===== src/rtl/sd_resp_pkg.sv =====
// sd_resp_pkg: shared state type and sector constants for the SD block responder.
package sd_resp_pkg;
    typedef enum logic [2:0] {IDLE, DELAY, RD_XFER, WR_XFER, DONE, MNT} sd_state_t;
    localparam int SECTOR_WORDS = 256;
    localparam logic [15:0] FILL_WORD = 16'hFFFF;
endpackage


===== src/rtl/sd_word_pipe.sv =====
// sd_word_pipe: word counter and 1-cycle store/buffer alignment for sector transfers.
// SD_THROTTLE_EN inserts one idle cycle between words in both directions.
module sd_word_pipe
    import sd_resp_pkg::*;
#(
    parameter int AW = 12
) (
    input  logic          clk_sys,
    input  logic          reset_n,
    input  logic          start_i,
    input  logic          rd_i,
    input  logic          wr_i,
    input  logic          ok_i,
    input  logic [AW-9:0] lba_i,
    input  logic [15:0]   st_rdata_i,
    input  logic [15:0]   buff_din_i,
    output logic          done_o,
    output logic [AW-1:0] st_addr_o,
    output logic          st_rd_o,
    output logic          st_wr_o,
    output logic [15:0]   st_wdata_o,
    output logic [7:0]    buff_addr_o,
    output logic [15:0]   buff_dout_o,
    output logic          buff_wr_o
);
    logic [8:0] cnt_q, cnt_d;
    logic [7:0] idx_q, addr_q, addr_d;
    logic       p_q, run, issue, step;

    assign done_o = cnt_q == 9'(SECTOR_WORDS);
    assign run    = (rd_i | wr_i) & ~done_o;
`ifdef SD_THROTTLE_EN
    logic ph_q;
    // issue a word on even cycles, advance the counter on odd ones
    always_ff @(posedge clk_sys or negedge reset_n)
        if (!reset_n) ph_q <= 1'b0;
        else          ph_q <= start_i ? 1'b0 : run & ~ph_q;
    assign issue = run & ~ph_q;
    assign step  = run & ph_q;
`else
    assign issue = run;
    assign step  = run;
`endif
    assign cnt_d = cnt_q + 9'(step);
    // read: address follows the strobe; write: address shows the word being fetched
    assign addr_d = start_i ? 8'd0 :
                    (rd_i & issue) ? cnt_q[7:0] :
                    (wr_i & step & ~cnt_d[8]) ? cnt_d[7:0] : addr_q;

    always_ff @(posedge clk_sys or negedge reset_n)
        if (!reset_n) begin
            cnt_q  <= '0;
            idx_q  <= '0;
            addr_q <= '0;
            p_q    <= 1'b0;
        end else begin
            cnt_q  <= start_i ? 9'd0 : cnt_d;
            idx_q  <= cnt_q[7:0];
            addr_q <= addr_d;
            p_q    <= issue & ~start_i;
        end

    assign st_rd_o     = rd_i & issue & ok_i;
    assign st_wr_o     = wr_i & p_q & ok_i;
    assign st_addr_o   = st_rd_o ? {lba_i, cnt_q[7:0]} : st_wr_o ? {lba_i, idx_q} : '0;
    assign st_wdata_o  = st_wr_o ? buff_din_i : 16'd0;
    assign buff_wr_o   = rd_i & p_q;
    assign buff_dout_o = buff_wr_o ? (ok_i ? st_rdata_i : FILL_WORD) : 16'd0;
    assign buff_addr_o = addr_q;
endmodule


===== src/rtl/sd_block_responder.sv =====
// sd_block_responder: HPS-side SD sector responder backed by a word-addressed store.
// Define SD_THROTTLE_EN to pace transfers at one word every two cycles.
module sd_block_responder
    import sd_resp_pkg::*;
#(
    parameter int STORE_AW  = 12,
    parameter int ACK_DELAY = 4
) (
    input  logic                clk_sys,
    input  logic                reset_n,
    input  logic [31:0]         sd_lba,
    input  logic                sd_rd,
    input  logic                sd_wr,
    output logic                sd_ack,
    output logic [7:0]          sd_buff_addr,
    output logic [15:0]         sd_buff_dout,
    output logic                sd_buff_wr,
    input  logic [15:0]         sd_buff_din,
    output logic                img_mounted,
    output logic [63:0]         img_size,
    output logic                img_readonly,
    input  logic                mount_req,
    input  logic [63:0]         mount_size,
    input  logic                mount_ro,
    output logic [STORE_AW-1:0] st_addr,
    output logic                st_rd,
    output logic                st_wr,
    output logic [15:0]         st_wdata,
    input  logic [15:0]         st_rdata,
    output logic                busy
);
    sd_state_t           state_q, state_d;
    logic [STORE_AW-9:0] lba_q, lba_d;
    logic [3:0]          dly_q, dly_d;
    logic [63:0]         size_q, size_d;
    logic                dir_q, dir_d, ok_q, ok_d, ack_q, ack_d;
    logic                pend_q, pend_d, mreq_q, mph_q, mph_d, ro_q, ro_d;
    logic                rise, oor, start, pipe_done;

    assign rise = mount_req & ~mreq_q;
    assign oor  = |sd_lba[31:STORE_AW-8];

    always_comb begin
        state_d = state_q;
        lba_d   = lba_q;
        dir_d   = dir_q;
        ok_d    = ok_q;
        dly_d   = dly_q;
        pend_d  = pend_q | rise;
        mph_d   = 1'b0;
        size_d  = size_q;
        ro_d    = ro_q;
        start   = 1'b0;
        case (state_q)
            IDLE:
                if (pend_q | rise) begin
                    state_d = MNT;
                    pend_d  = 1'b0;
                end else if (sd_rd | sd_wr) begin
                    state_d = DELAY;
                    lba_d   = sd_lba[STORE_AW-9:0];
                    dir_d   = ~sd_rd;
                    ok_d    = ~oor & ~(~sd_rd & ro_q);
                    dly_d   = '0;
                end
            DELAY:
                if (dir_q ? ~sd_wr : ~sd_rd) state_d = IDLE;
                else if (dly_q == 4'(ACK_DELAY - 1)) begin
                    state_d = dir_q ? WR_XFER : RD_XFER;
                    start   = 1'b1;
                end else dly_d = dly_q + 4'd1;
            RD_XFER, WR_XFER: state_d = pipe_done ? DONE : state_q;
            DONE: state_d = IDLE;
            MNT:
                if (mph_q) state_d = IDLE;
                else begin
                    mph_d  = 1'b1;
                    size_d = mount_size;
                    ro_d   = mount_ro;
                end
            default: state_d = IDLE;
        endcase
        ack_d = state_d == RD_XFER || state_d == WR_XFER;
    end

    always_ff @(posedge clk_sys or negedge reset_n)
        if (!reset_n) begin
            state_q <= IDLE;
            lba_q   <= '0;
            dir_q   <= 1'b0;
            ok_q    <= 1'b0;
            dly_q   <= '0;
            ack_q   <= 1'b0;
            pend_q  <= 1'b0;
            mreq_q  <= 1'b0;
            mph_q   <= 1'b0;
            size_q  <= '0;
            ro_q    <= 1'b0;
        end else begin
            state_q <= state_d;
            lba_q   <= lba_d;
            dir_q   <= dir_d;
            ok_q    <= ok_d;
            dly_q   <= dly_d;
            ack_q   <= ack_d;
            pend_q  <= pend_d;
            mreq_q  <= mount_req;
            mph_q   <= mph_d;
            size_q  <= size_d;
            ro_q    <= ro_d;
        end

    sd_word_pipe #(.AW(STORE_AW)) u_pipe (
        .clk_sys    (clk_sys),
        .reset_n    (reset_n),
        .start_i    (start),
        .rd_i       (state_q == RD_XFER),
        .wr_i       (state_q == WR_XFER),
        .ok_i       (ok_q),
        .lba_i      (lba_q),
        .st_rdata_i (st_rdata),
        .buff_din_i (sd_buff_din),
        .done_o     (pipe_done),
        .st_addr_o  (st_addr),
        .st_rd_o    (st_rd),
        .st_wr_o    (st_wr),
        .st_wdata_o (st_wdata),
        .buff_addr_o(sd_buff_addr),
        .buff_dout_o(sd_buff_dout),
        .buff_wr_o  (sd_buff_wr)
    );

    assign sd_ack       = ack_q;
    assign img_mounted  = state_q == MNT && mph_q;
    assign img_size     = size_q;
    assign img_readonly = ro_q;
    assign busy         = state_q != IDLE;
endmodule


===== config.mk =====
export PLATFORM = sky130hd
export DESIGN_NAME = sd_block_responder
export DESIGN_NICKNAME = d
export VERILOG_FILES = /design/src/rtl/sd_resp_pkg.sv /design/src/rtl/sd_word_pipe.sv /design/src/rtl/sd_block_responder.sv
export SDC_FILE = /design/constraint.sdc
export NUM_CORES = 1
export LEC_CHECK = 0
export ABC_AREA = 1
export BUFFER_PORTS_ARGS = -buffer_cell sky130_fd_sc_hd__buf_2
export CAP_MARGIN = 30
export CORE_MARGIN = 2
export CORE_UTILIZATION = 40
export DETAILED_ROUTE_END_ITERATION = 8
export PLACE_DENSITY = 0.75
export SYNTH_ARGS = -nofsm -noshare
export SYNTH_HDL_FRONTEND = slang
export SYNTH_SLANG_ARGS = --single-unit

===== constraint.sdc =====
create_clock -name clk_sys -period 5 [get_ports clk_sys]
set_clock_uncertainty 0.05 [all_clocks]
set_input_delay 0.75 -clock clk_sys [delete_from_list [all_inputs] [get_ports clk_sys]]
set_output_delay 0.75 -clock clk_sys [all_outputs]
set_load 0.005 [all_outputs]

Yosys cells after proc, flatten, opt, wreduce, memory -nomap -nowiden:

Index checks and enable logic that the tools add are counted.

* register bits after elaboration: 108
* latch bits: 0
* RAM bits: 0
* bits in read-only memories: 0
* input port bits: 134
* word-level logic and storage cells: 94
* memories: 0

* add/subtract/negate cells: 2
* multiply operators: 0
* divide/modulo/power cells: 0
* order comparisons: 0
* equal/unequal tests: 12
* shift-type cells: 0
* mux-type cells: 29
* bitwise logic cells: 25
* reductions and logical operators: 11

Operators with widths (number)
* $mux W16: 3
* $reduce_or A28 Y1: 1
* $mux W12: 2
* $mux W8: 3
* $mux W3: 6
* $mux W4: 4
* $and A1 B1 Y1: 12
* $eq A3 B2 Y1 const B: 4
* $pmux W3 S4: 1
* $not A1 Y1: 10
* $add A9 B1 Y9: 1
* $eq A9 B9 Y1 const B: 1
* $mux W9: 1
* $mux W1: 8
* $ne A2 B2 Y1 const B: 4
* $pmux W4 S2: 1
* $reduce_bool A3 Y1: 2
* $reduce_and A5 Y1: 1
* $add A4 B1 Y4 const B: 1
* $eq A4 B2 Y1 const B: 1
* $eq A3 B1 Y1 const B: 1
* $eq A3 B3 Y1 const B: 1
* $logic_not A3 Y1: 1
* $or A1 B1 Y1: 3
* other kinds (6): 6

Depth between registers and ports, before layout:

* word-level depth: 9
* mapped depth: 18
* depth with buffers taken out: 18

Cells and area by module:

Synthesis repeated with hierarchy kept, for this count alone.

* cells, all modules: 668
* area total of the unflattened synthesis: 5173.7 µm²

Modules (own cells, without submodules)
* sd_block_responder: times used 1, cells each 413, area each 3424.5 µm², seq. area each 2052.0 µm²
* sd_word_pipe: times used 1, cells each 255, area each 1749.2 µm², seq. area each 650.6 µm²

Worst setup path after synthesis:

No wires, ideal clock.

* path type: reg2reg
* from: reg u_pipe.cnt_q[3]
* to: reg u_pipe.addr_q[5], in the netlist u_pipe.buff_addr_o[5]
* library setup time: 0.118 ns
* arrival: 2.035 ns
* slack: 2.796 ns
* stages on the path, launching flop included: 17
* clock period less this slack: 2.204 ns
* cell sequence: dfrtp_1 inv_1 nand2_1 nor2_1 nand3_2 nand3_1 inv_1 ha_1 ha_1 inv_1 nor2_1 nand3_1 nand2_1 nand3_1 nand3_1 nand2_1 nand2_1

* longest elaborated chain between the ends: 7
* elaborated cells on any way between the ends: 12
* those cells by class: 1 x add/sub; 1 x eq/ne; 3 x mux; 6 x bitwise; 1 x reduce/logical

Ends and longest elaborated chain
* from (decl): RTL line sd_word_pipe.sv:26 `logic [8:0] cnt_q, cnt_d;`
* from (signal assigned): RTL line sd_word_pipe.sv:57 `cnt_q <= start_i ? 9'd0 : cnt_d;`
* $eq A9 B9 Y1: RTL line sd_word_pipe.sv:30 `assign done_o = cnt_q == 9'(SECTOR_WORDS);`
* $not A1 Y1: RTL line sd_word_pipe.sv:31 `assign run = (rd_i | wr_i) & ~done_o;`
* $and A1 B1 Y1: RTL line sd_word_pipe.sv:31
* $add A9 B1 Y9: RTL line sd_word_pipe.sv:44 `assign cnt_d = cnt_q + 9'(step);`
* $mux W8 or $not A1 Y1 (tied branches): RTL line sd_word_pipe.sv:48 `(wr_i & step & ~cnt_d[8]) ? cnt_d[7:0] : addr_q;`
* $mux W8 or $and A1 B1 Y1 (tied branches): RTL line sd_word_pipe.sv:47, sd_word_pipe.sv:48
* $mux W8 or $reduce_bool A3 Y1 (tied branches)
* to (signal assigned): RTL line sd_word_pipe.sv:59 `addr_q <= addr_d;`
* to (decl): RTL line sd_word_pipe.sv:27 `logic [7:0] idx_q, addr_q, addr_d;`

Several ways; a longest one is shown, not always the timed one. The select of a mux whose other input is x is not followed.
A chain may end at the register's enable or synchronous reset.

Worst setup path after layout:

* from: reg ok_q
* to: out st_wdata[6]

* longest elaborated chain between the ends: 2

Ends and longest elaborated chain
* from (decl): RTL line sd_block_responder.sv:36 `logic dir_q, dir_d, ok_q, ok_d, ack_q, ack_d;`
* from (signal assigned): RTL line sd_block_responder.sv:103 `ok_q <= ok_d;`
* $and A1 B1 Y1: RTL line sd_word_pipe.sv:64 `assign st_wr_o = wr_i & p_q & ok_i;`
* $mux W16: RTL line sd_word_pipe.sv:66 `assign st_wdata_o = st_wr_o ? buff_din_i : 16'd0;`
* to (decl): RTL line sd_block_responder.sv:28 `output logic [15:0] st_wdata,`

Every way passes these cells.

==> results.yml <==
synthesis:
  postSynthAreaPerCell_sq_um: 7.57
  synth-async-reset-ratio: 1.00
  synth_seq_cells: 108
  synth_flop_cell: "sky130_fd_sc_hd__dfrtp_1"
  synth-edff-count: 0
  synth_common_cells: "sky130_fd_sc_hd__nand2_1, sky130_fd_sc_hd__dfrtp_1, sky130_fd_sc_hd__nor2_1"
  ranking_of_synthesized_cells_by_area: "sky130_fd_sc_hd__dfrtp_1, sky130_fd_sc_hd__nand2_1, sky130_fd_sc_hd__nor2_1"
  yosys.area.top_type_share: 0.543
  synth_top_area_cell: "sky130_fd_sc_hd__dfrtp_1"
  yosysWarnings: 0
  mappedNetlistArea_sq_um: 4970
  synth_cell_types: 26
  synth_nets: 794
  syn-instance-count: 657
  post-synth-top-count-cell: "sky130_fd_sc_hd__nand2_1"
  synth_seq_area_share: 0.543
grt:
  antenna_found_initial: 2
  track_usage: 0.203
  grt-ovfl-total: 0
  number_of_global_route_vias_before_repair: 4713
  wire_length_of_the_first_global_routing_pass_microns: 21300
  grt_start_max_net_pins: 69
critical_path:
  setup.worst_path.end_class: "primary output"
  worstPathArrival_ns: 2.62
  criticalPathCategory: "flop to primary output"
  critical_path_required_ns: 4.20
  startpoint: "ok_q"
  critical_path_launch_point_type: "flop"
  setup.reg_to_reg.worst_slack_ns: 2.18
  worstRegToRegCells: 16
  cp_max_fo: 18
  timing.rr.start: "u_pipe.cnt_q[3]"
  timing.critical_path.to: "st_wdata[6]"
  regToRegEndpoint: "u_pipe.buff_addr_o[2]"
power_and_ir_drop:
  powerDensity_nw_per_um2: 488
  totalPowerFinal_uw: 3260
  worst_ir_drop_vdd_mv: 0.278
  leak_pwr_uw: 0.00416
routing:
  post_drt_wl_per_cell_microns: 12.4
  detailroute.via_count: 4787
  postRouteAntennaNets: 0
  detail_routed_via_count_per_cell: 4.44
  initialDrtViolationCount: 161
  routed_wl_microns: 13300
  number_of_design_rule_violations_left_after_detail_routing: 0
  drt-pass1-iter-count: 4
clocking:
  clkLatencyLatePin_ns: 0.34
  h-tree-depth: 3
  tritoncts_sink_count: 108
  cts_root_buffer: "sky130_fd_sc_hd__clkbuf_16"
  cts_tree: "built"
  postCtsHoldBufs: 0
  register_clock_pin_slew_on_the_reported_worst_setup_and_hold_paths_ns: 0.07
  post_cts.repair.setup_buffers: 0
  cts-resized-gates: 0
  cts_made_buffers: 9
  cts_buffer_depth: 2
placed_design:
  dpl.cell_count: 1060
  dp_hpwl_microns: 10100
  port_buffers: 256
  finalWeightedCongestion: 0.806
final_layout:
  finalNonFillerCells: 1078
  syn2layout_area_growth_pct: 34.4
  fin_nets: 1040
  post_route_cells_drive_above_1_share: 0.322
timing:
  fin_tns_setup_ns: 0
  tightestPinTransition_ns: 0.825
  timing.final.crit_period_ns: 3.42
  finalHoldWorstSlack_ns: 0.406
  grt_setup_unrepaired: "no"
  max_slew_margin: 0.447
  max_freq_ghz: 0.292
  final_max_slew_viol_count: 0
  layout_worst_path_cycle_share: 0.685
  setup_viol_count_final: 0
  final_hold_viol_count: 0
floorplanning:
  start_util: 0.412
  design.portCount: 257
  fp.dieW_microns: 116
  die_y_microns: 116
  fp.coreArea_sq_um: 12100
  standard_cell_row_count: 40
  die-area_sq_um: 13300
outcome:
  status: "complete, no violations"
job:
  cap_violations: 0
hold_path:
  min-delay-path-class: "flop to flop"
[worst min-delay path by stage]
stage	start	endpoint	slack [ns]	cells after the start
CTS	u_pipe.cnt_q[0]	u_pipe.idx_q[0]	0.40	0
global route	u_pipe.cnt_q[0]	u_pipe.idx_q[0]	0.43	0
global placement	u_pipe.cnt_q[0]	u_pipe.idx_q[0]	0.37	0
floorplan	u_pipe.cnt_q[2]	u_pipe.idx_q[2]	0.30	0
detailed placement	u_pipe.cnt_q[0]	u_pipe.idx_q[0]	0.39	0
finish	u_pipe.cnt_q[0]	u_pipe.idx_q[0]	0.41	0
[cell usage in the layout (no fill, tap or decap), types with 4 or more instances in the layout]
cell type                   synthesis  final
sky130_fd_sc_hd__nand3_1           23     23
sky130_fd_sc_hd__nor2_2             5      5
sky130_fd_sc_hd__o21ai_0            6      6
sky130_fd_sc_hd__inv_1             53     53
sky130_fd_sc_hd__buf_2             20    255
sky130_fd_sc_hd__clkbuf_16          0      9
sky130_fd_sc_hd__o21a_1             4      4
sky130_fd_sc_hd__nand2_1          315    315
sky130_fd_sc_hd__nor2_1            85     85
sky130_fd_sc_hd__nor4_1             4      4
sky130_fd_sc_hd__a21oi_1            6      6
sky130_fd_sc_hd__dfrtp_1          108    108
[sequential cells by signal (all words and copies together), names as in the netlist, 3 cells and up]
register,flops
dly_q,4
img_size,64
lba_q,4
state_q,3
u_pipe.buff_addr_o,8
u_pipe.cnt_q,9
u_pipe.idx_q,8
[layout make-up]
class,count,area [sq um]
Antenna cell,2,5.00
Multi-Input combinational cell,468,1940
Sequential cell,108,2700
Clock buffer,10,239
Inverter,57,214
Timing Repair Buffer,259,1320
Tap cell,168,210
Fill cell,1177,5380
Clock inverter,6,55.1
[routing by layer]
layer,vias up,GRT usage,part of all wire
li1,2468,-,-
met1,2094,0.240,0.42
met2,208,0.350,0.47
met3,17,0.0596,0.092
met4,0,0.0755,0.017
met5,-,0,0
[critical path: stages, from the launching register on]
cell and delay (ns):
sky130_fd_sc_hd__dfrtp_1 0.35, sky130_fd_sc_hd__clkinv_1 0.38, sky130_fd_sc_hd__nor3_2 0.82, sky130_fd_sc_hd__inv_1 0.41, sky130_fd_sc_hd__nor2_1 0.19, sky130_fd_sc_hd__buf_2 0.13
[logic make-up after synthesis]
group	after synthesis	share of synthesized area
xor gates and xnor gates	3	0.00528
and+or+nand+nor	443	0.354
DFF	108	0.543
AOI/OAI and AO/OA	19	0.0224
adders and majority gates	3	0.00755
buffers and inverters	81	0.0669
[through the flow]
step | setup slack [ns] | util | area (sq um)
after floorplan | 2.80 | - | 4970
after global placement | 2.08 | 0.528 | 6360
after detailed placement | 1.92 | 0.529 | 6380
after CTS | 1.52 | 0.554 | 6680
after global routing | 1.27 | 0.554 | 6680
final | 1.58 | 0.554 | 6680
[power by group]
| part | switching (uW) | leakage (uW) | internal (uW) |
|---|---|---|---|
| logic | 649 | 0.00267 | 472 |
| registers | 216 | 0.00135 | 1230 |
| clock network | 326 | 0.000146 | 361 |
No activity file was read; power rests on OpenSTA's default activity.
